--- config.mk ---
export PLATFORM = sky130hd
export DESIGN_NAME = d_ram_dma
export DESIGN_NICKNAME = d
export VERILOG_FILES = /design/src/rtl/d_ram_dma_pkg.sv /design/src/rtl/d_ram_dma_addr_seq.sv /design/src/rtl/d_ram_dma.sv
export SDC_FILE = /design/constraint.sdc
export NUM_CORES = 1
export LEC_CHECK = 0
export ABC_AREA = 1
export CORE_MARGIN = 2
export CORE_UTILIZATION = 57
export DETAILED_ROUTE_END_ITERATION = 6
export GPL_ROUTABILITY_DRIVEN = 0
export PLACE_DENSITY_LB_ADDON = 0.08
export SKIP_CTS_REPAIR_TIMING = 1
export SYNTH_ARGS = -nofsm -noshare
export SYNTH_HDL_FRONTEND = slang
export SYNTH_HIERARCHICAL = 1
export SYNTH_SLANG_ARGS = --single-unit
--- constraint.sdc ---
create_clock -name clk -period 4.15 [get_ports clk]
set_clock_uncertainty 0.1 [all_clocks]
set_input_delay 1.0375 -clock clk [delete_from_list [all_inputs] [get_ports clk]]
set_output_delay 1.0375 -clock clk [all_outputs]
set_load 0.03 [all_outputs]
--- src/rtl/d_ram_dma_pkg.sv ---
// d_ram_dma_pkg: shared state encoding for the data-RAM block-move engine
package d_ram_dma_pkg;
  typedef enum logic [1:0] {IDLE, COPY, FILL, DRAIN} state_t;
endpackage

--- src/rtl/d_ram_dma_addr_seq.sv ---
// d_ram_dma_addr_seq: latched base plus offset counter producing a wrapped RAM address
module d_ram_dma_addr_seq #(
  parameter int addr_width = 12
) (
  input  logic                  clk,
  input  logic                  rst,
  input  logic                  load,
  input  logic                  step,
  input  logic [addr_width-1:0] base,
  output logic [addr_width-1:0] off,
  output logic [addr_width-1:0] addr
);
  logic [addr_width-1:0] base_q;
  // load captures a new base and restarts the offset; step advances one byte
  always_ff @(posedge clk) begin
    if (rst) begin
      base_q <= '0;
      off    <= '0;
    end else if (load) begin
      base_q <= base;
      off    <= '0;
    end else if (step) begin
      off <= off + 1'b1;
    end
  end
  assign addr = base_q + off;
endmodule

--- src/rtl/d_ram_dma.sv ---
// d_ram_dma: single-channel copy/fill engine driving both data-RAM ports
module d_ram_dma
  import d_ram_dma_pkg::*;
#(
  parameter int addr_width = 12,
  parameter int data_width = 8
) (
  input  logic                  clk,
  input  logic                  rst,
  input  logic                  start,
  input  logic                  mode,
  input  logic [addr_width-1:0] src,
  input  logic [addr_width-1:0] dst,
  input  logic [addr_width:0]   len,
  input  logic [data_width-1:0] fill_val,
  output logic                  busy,
  output logic                  done,
  output logic [addr_width-1:0] ram_r_addr,
  output logic                  ram_r_en,
  input  logic [data_width-1:0] ram_rdata,
  output logic [addr_width-1:0] ram_w_addr,
  output logic                  ram_w_en,
  output logic [data_width-1:0] ram_din
);
  state_t state, nxt;
  logic [addr_width-1:0] len_m1, rd_off, rd_addr, wr_off, wr_addr;
  logic [data_width-1:0] fill_q;
  logic accept, wr_pend, rd_last, wr_last;
  assign accept  = state == IDLE && start;
  assign rd_last = rd_off == len_m1;
  assign wr_last = wr_off == len_m1;
  d_ram_dma_addr_seq #(.addr_width(addr_width)) u_rd (
    .clk(clk), .rst(rst), .load(accept), .step(ram_r_en), .base(src), .off(rd_off), .addr(rd_addr)
  );
  d_ram_dma_addr_seq #(.addr_width(addr_width)) u_wr (
    .clk(clk), .rst(rst), .load(accept), .step(ram_w_en), .base(dst), .off(wr_off), .addr(wr_addr)
  );
  // state register
  always_ff @(posedge clk) begin
    if (rst) state <= IDLE;
    else state <= nxt;
  end
  // next state; a zero-length request never leaves IDLE
  always_comb begin
    nxt = state == IDLE  ? (accept && len != '0 ? (mode ? FILL : COPY) : IDLE) :
          state == COPY  ? (rd_last ? DRAIN : COPY) :
          state == DRAIN ? IDLE :
                           (wr_last ? IDLE : FILL);
  end
  // operand latches, copy write lag and the registered completion pulse
  always_ff @(posedge clk) begin
    if (rst) begin
      len_m1  <= '0;
      fill_q  <= '0;
      wr_pend <= 1'b0;
      done    <= 1'b0;
    end else begin
      if (accept) begin
        len_m1 <= addr_width'(len - 1'b1);
        fill_q <= fill_val;
      end
      wr_pend <= state == COPY;
      done    <= (accept && len == '0) || state == DRAIN || (state == FILL && wr_last);
    end
  end
  // RAM port drive; addresses and data are held at zero whenever the port is idle
  always_comb begin
    busy       = state != IDLE;
    ram_r_en   = state == COPY;
    ram_w_en   = state == FILL || wr_pend;
    ram_r_addr = ram_r_en ? rd_addr : '0;
    ram_w_addr = ram_w_en ? wr_addr : '0;
    ram_din    = state == FILL ? fill_q : wr_pend ? ram_rdata : '0;
  end
endmodule

==> flow_summary.toml <==
[status]
status = "finished clean"

[timing]
fin_setup_tns_ps = 0
drv_slew = 0
max_freq_ghz = 0.256
tightest_slew_ps = 530
rsz0062_at_grt = "no"
fin_crit_sh_pct = 94.1
timing.final.crit_period_ps = 3910
slew_headroom_pct = 64.6
finalSetupViolations = 0
hold_viol_final = 0

[drt]
ant_nets = 0
dr.pass1.iters = 5
via_per_inst = 5.24
wl_per_cell_um = 13.1
drt-total-wl_mm = 13.3
drc = 0
num_vias = 5335
drtIter0Drc = 284

[pwr]
pwr-share-comb_pct = 23.1
clock_power_share_pct = 34.2
p_leak_nw = 2.88
power.internal_mw = 1.26
switchingPower_uw = 581
p_seq_share_pct = 42.7
p_per_area_nw_per_um2 = 294
swShare_pct = 31.5
irDropWorstVdd_mv = 0.226

[critical_path]
worst-path-max-fanout = 8
critPathKind = "reg -> out"
end_kind = "primary output"
crit_top_cell = "nand2_1"
worstPathCellList = "ha_1, fa_1, nand2_1, nand3_1, nand2_1, o21ai_1, xor2_1, inv_1, nor2_1, clkdlybuf4s50_1"
critical_path_required_ps = 3010
cp.arrival_ps = 2770
critPathMaxStageDelay_ps = 680
cp-start-kind = "register"
slowest_stage = "clkdlybuf4s50_1"

[grt]
grt_pass1_vias = 4966
grt_pass1_wl_mm = 22.1
grt_max_degree = 30
grt_usage_pct = 27.6
grt_overflow = 0
antenna_found_initial = 0

[min_path]
hold_path_class = "reg -> reg"

[cts]
cts_root_buffer = "clkbuf_8"
h-tree-depth = 3
cts_inserted_buffers = 9
cts_tree = "done"
worstSkewPairLatency_ps = 350
cts_buffer_depth = 2
cts.sinks = 72
clkTransAtPathRegs_ps = 80

[floorplanning]
die_height_um = 97.9
start_util_pct = 58.2
rows = 34
core_area_um2 = 8640
ios = 93
fp.dieW_um = 97.9
die_area_um2 = 9580

[yosys]
ys_seq_area_share_pct = 28.7
ys_seq_elements = 72
synth_warnings = 6
synthCells = 814
synth_nets = 899
avgSynthCellArea_um2 = 6.17
synth_area_um2 = 5020
ys_types = 35

[layout]
diodes = 0
drive_above_1_share_pct = 5.60
mostFrequentLayoutCell = "nand2_1"
synthToLayoutAreaGrowth_pct = 24.7
finalNetCount = 990
final_cell_area_um2 = 6260
fin_util_pct = 72.5
final_cell_mix = "nand2_1, nor2_1, inv_1"

[placement]
placed_cell_area_um2 = 6040
place_hpwl_mm = 10.3
portBuffers = 92

[run]
maxCapViolations = 0
## path summary, 6_finish.rpt
kind,start,end,slack [ps],depth (start not counted)
worst min-delay path,fill_q[0]$_SDFFE_PP0P_,fill_q[0]$_SDFFE_PP0P_,390,2
worst max register to register,state[0]$_SDFF_PP0_,u_wr/off[5]$_SDFFE_PP0P_,1930,7
worst max-delay path,u_rd/off[0]$_SDFFE_PP0P_,ram_r_addr[6],240,10
worst min register to register,fill_q[0]$_SDFFE_PP0P_,fill_q[0]$_SDFFE_PP0P_,390,2
## stage by stage
stage	power (mW)	worst slack (ps)	hold slack [ps]	cells
4_1_cts	1.85	244	389	1018
3_5_place_dp	1.22	611	371	1002
2_1_floorplan	1.06	1110	355	814
3_3_place_gp	1.21	630	365	1002
5_1_grt	1.94	57.1	410	1018
6_report	1.84	243	387	1018
## state kept, by name, summed over array words and instances (netlist names)
signal,flops
done,1
fill_q,8
len_m1,12
state,2
u_rd/base_q,12
u_rd/off,12
u_wr/base_q,12
u_wr/off,12
wr_pend,1
## cells in the mapped netlist (all sizes together)
| master | number | share of area, % |
|---|---|---|
| a21o | 2 | 0.30 |
| a21oi | 36 | 3.6 |
| a31oi | 6 | 0.75 |
| and3 | 4 | 0.50 |
| buf | 8 | 0.90 |
| clkbuf | 10 | 0.75 |
| dfxtp | 72 | 29 |
| fa | 2 | 0.80 |
| ha | 26 | 6.5 |
| inv | 125 | 9.3 |
| nand2 | 192 | 14 |
| nand3 | 31 | 3.1 |
| nand3b | 1 | 0.15 |
| nand4 | 18 | 2.4 |
| nor2 | 166 | 14 |
| nor3 | 8 | 0.90 |
| nor3b | 2 | 0.30 |
| o211ai | 1 | 0.15 |
| o21a | 2 | 0.30 |
| o21ai | 68 | 6.8 |
| o21bai | 4 | 0.67 |
| o31ai | 1 | 0.15 |
| or2 | 3 | 0.47 |
| xnor2 | 19 | 3.3 |
| xor2 | 7 | 1.2 |
## final cells by class
cell class                 count  area [um2]
clock inverter                 7         100
timing repair buffer          98         966
sequential                    72        1440
clock buffer                   9         124
fill                         716        2370
multi-input combinational    599        3030
inverter                     125         469
tap                          108         135
## per-layer routing
metal	wire [um]	GRT usage (%)
met1	5770	33.6
met4	316	9.19
met5	0	0
met2	6610	49.7
met3	638	3.94
## power by group through the flow
stage / combinational, mW / sequential, mW / clock [mW]
floorplan: 0.277 / 0.784 / 0
global placement: 0.412 / 0.801 / 0
detailed placement: 0.421 / 0.803 / 0
CTS: 0.426 / 0.786 / 0.637
global route: 0.474 / 0.794 / 0.670
finish: 0.427 / 0.788 / 0.630
## cells by family after synthesis
family	count (synthesis)	share of synthesized area, %
AO/OA/AOI/OAI	120	12.7
XOR/XNOR	26	4.53
adder cells (fa/ha/maj)	28	7.27
buffers and inverters	143	11.0
flip-flops	72	28.7
AND/OR/NAND/NOR	425	35.8
## worst max-delay path, delay by kind of cell, from the launching register on
kind	cells	cell delay (ps)
fa+ha+maj	2	720
buf+inv	2	730
compound gates	1	80
simple gates	4	390
xor+xnor	1	140
flops	1	380
Note: power is estimated with default switching activity, not from simulation.
==> patch, RTL diff (config.mk and constraints unchanged) <==
Re-encode `state_t` (4 states) as one-hot, 4 bits wide.
--- a/src/rtl/d_ram_dma_pkg.sv
+++ b/src/rtl/d_ram_dma_pkg.sv
@@ -1,5 +1,5 @@
 // d_ram_dma_pkg: shared state encoding for the data-RAM block-move engine
 package d_ram_dma_pkg;
-  typedef enum logic [1:0] {IDLE, COPY, FILL, DRAIN} state_t;
+  typedef enum logic [3:0] {IDLE = 4'b0001, COPY = 4'b0010, FILL = 4'b0100, DRAIN = 4'b1000} state_t;
 endpackage
 
Function: same outputs for any inputs over 10 cycles, from zero or initial values and one cycle with rst high; not proved beyond that.
==> patch against the unedited design <==
Register-to-register slack lost 0.37 ns. Core utilization is 0.59 points lower. Cell area is 0.16% higher. Area after synthesis grew 1.6%. Global-route usage is 0.73 points lower. Critical path type unchanged. Sequential cell count grew 2. Highest routed layer unchanged. Wire length is 3.9% lower. Sequential share of layout area up 0.60 points. Maximum frequency shrank 2.1%. Worst setup slack worse by 0.084 ns. Cell count decreased by 2.3%.
Power is not compared: it rests on default switching activity, and its combinational part moved more than twofold at a synthesized area within 25%.
==> patch: results <==
export IMPL_rrSetupSlack_ns=1.56
export IMPL_synth_common_cells="nand2_1 (159), nor2_1 (137), inv_1 (127), dfxtp_1 (74), nand3_1 (42)"
export IMPL_place_inst=980
export IMPL_p_leak_nw=2.855
export IMPL_clkbuf_count=11
export IMPL_critPathTopFamily="buffers and inverters"
export IMPL_fill_cells=715
export IMPL_netSwitchingFraction_pct=40.06
export IMPL_fin_area_um2=6275
export IMPL_post_route_util_pct=71.95
export IMPL_clk_share_pct=3.230
export IMPL_non_clock_buffer_count=93
export IMPL_crit_fanout=13
export IMPL_buffer_area_share_pct=14.80
export IMPL_fin_nets=968
export IMPL_synth_seq_area_share_pct=29.03
export IMPL_pre_cts_ws_ns=0.5476
export IMPL_cpMaxStageDelayCell="nor2_1"
export IMPL_hold_path_class="register to register"
export IMPL_grt_pass1_vias=5045
export IMPL_drt_iter0_drc=241
export IMPL_dp_hpwl_mm=9.716
export IMPL_synth_cell_types=39
export IMPL_status="finished, final reports clean"
export IMPL_clk_pin_slew_ns=0.08
export IMPL_routedWlPerCell_um=12.88
export IMPL_yosys_warnings=6
export IMPL_viasPerCell=5.324
export IMPL_grt_pass1_wl_mm=21.72
export IMPL_track_usage_pct=26.84
export IMPL_whs_ns=0.3546
export IMPL_place_area_um2=6072
export IMPL_max_stage_delay_ns=0.81
export IMPL_multi_input_area_um2=3037
export IMPL_max_slew_margin_pct=28.87
export IMPL_inverters=130
export IMPL_worstPathArrival_ns=2.85
export IMPL_ys_async_sr_fraction_pct=0
export IMPL_cts_sinks=74
export IMPL_sh_seq_area_pct=23.61
export IMPL_multiInputCombCellCount=575
export IMPL_synth_fp_nets=881
export IMPL_grt_max_degree=47
export IMPL_drt_wl_total_mm=12.82
export IMPL_syn_inst=796
export IMPL_p_total_mw=2.603
export IMPL_cts_root_buffer="clkbuf_8"
export IMPL_yosys_top_cells_area="dfxtp_1 (29%), nand2_1 (12%), nor2_1 (10%), inv_1 (9.3%), ha_1 (6.4%)"
export IMPL_drtPass1Iterations=5
export IMPL_drive_above_1_share_pct=5.411
[patch: cell count changes in the layout (fill, tap and decap cells not counted), sizes merged, moves of 5 or more]
cell,unedited run,this run
nor2,166,150
a21oi,36,48
xnor2,19,27
nand3,31,44
buf,6,1
nand2,192,160
o21ai,68,63
[patch: path summary, 6_finish.rpt]
path,start,end,depth (start not counted)
hold / removal,fill_q[3],fill_q[3],2
setup reg to reg,state[0],u_wr/off[9],10
setup / recovery,state[0],ram_w_en,4
hold reg to reg,fill_q[3],fill_q[3],2
[patch: kinds of logic after synthesis]
family / after synthesis / synth area share (%)
AO/OA/AOI/OAI: 125 / 13.70
XOR/XNOR: 35 / 6.006
adder cells (fa/ha/maj): 28 / 7.159
buffers and inverters: 147 / 11.47
flip-flops: 74 / 29.03
AND/OR/NAND/NOR: 387 / 32.63
[patch: routing by layer]
metal  GRT usage (%)  routed length, µm
met1           32.31               5495
met2           47.57               6372
met3           3.546                603
met4           12.22                347
met5               0                  0
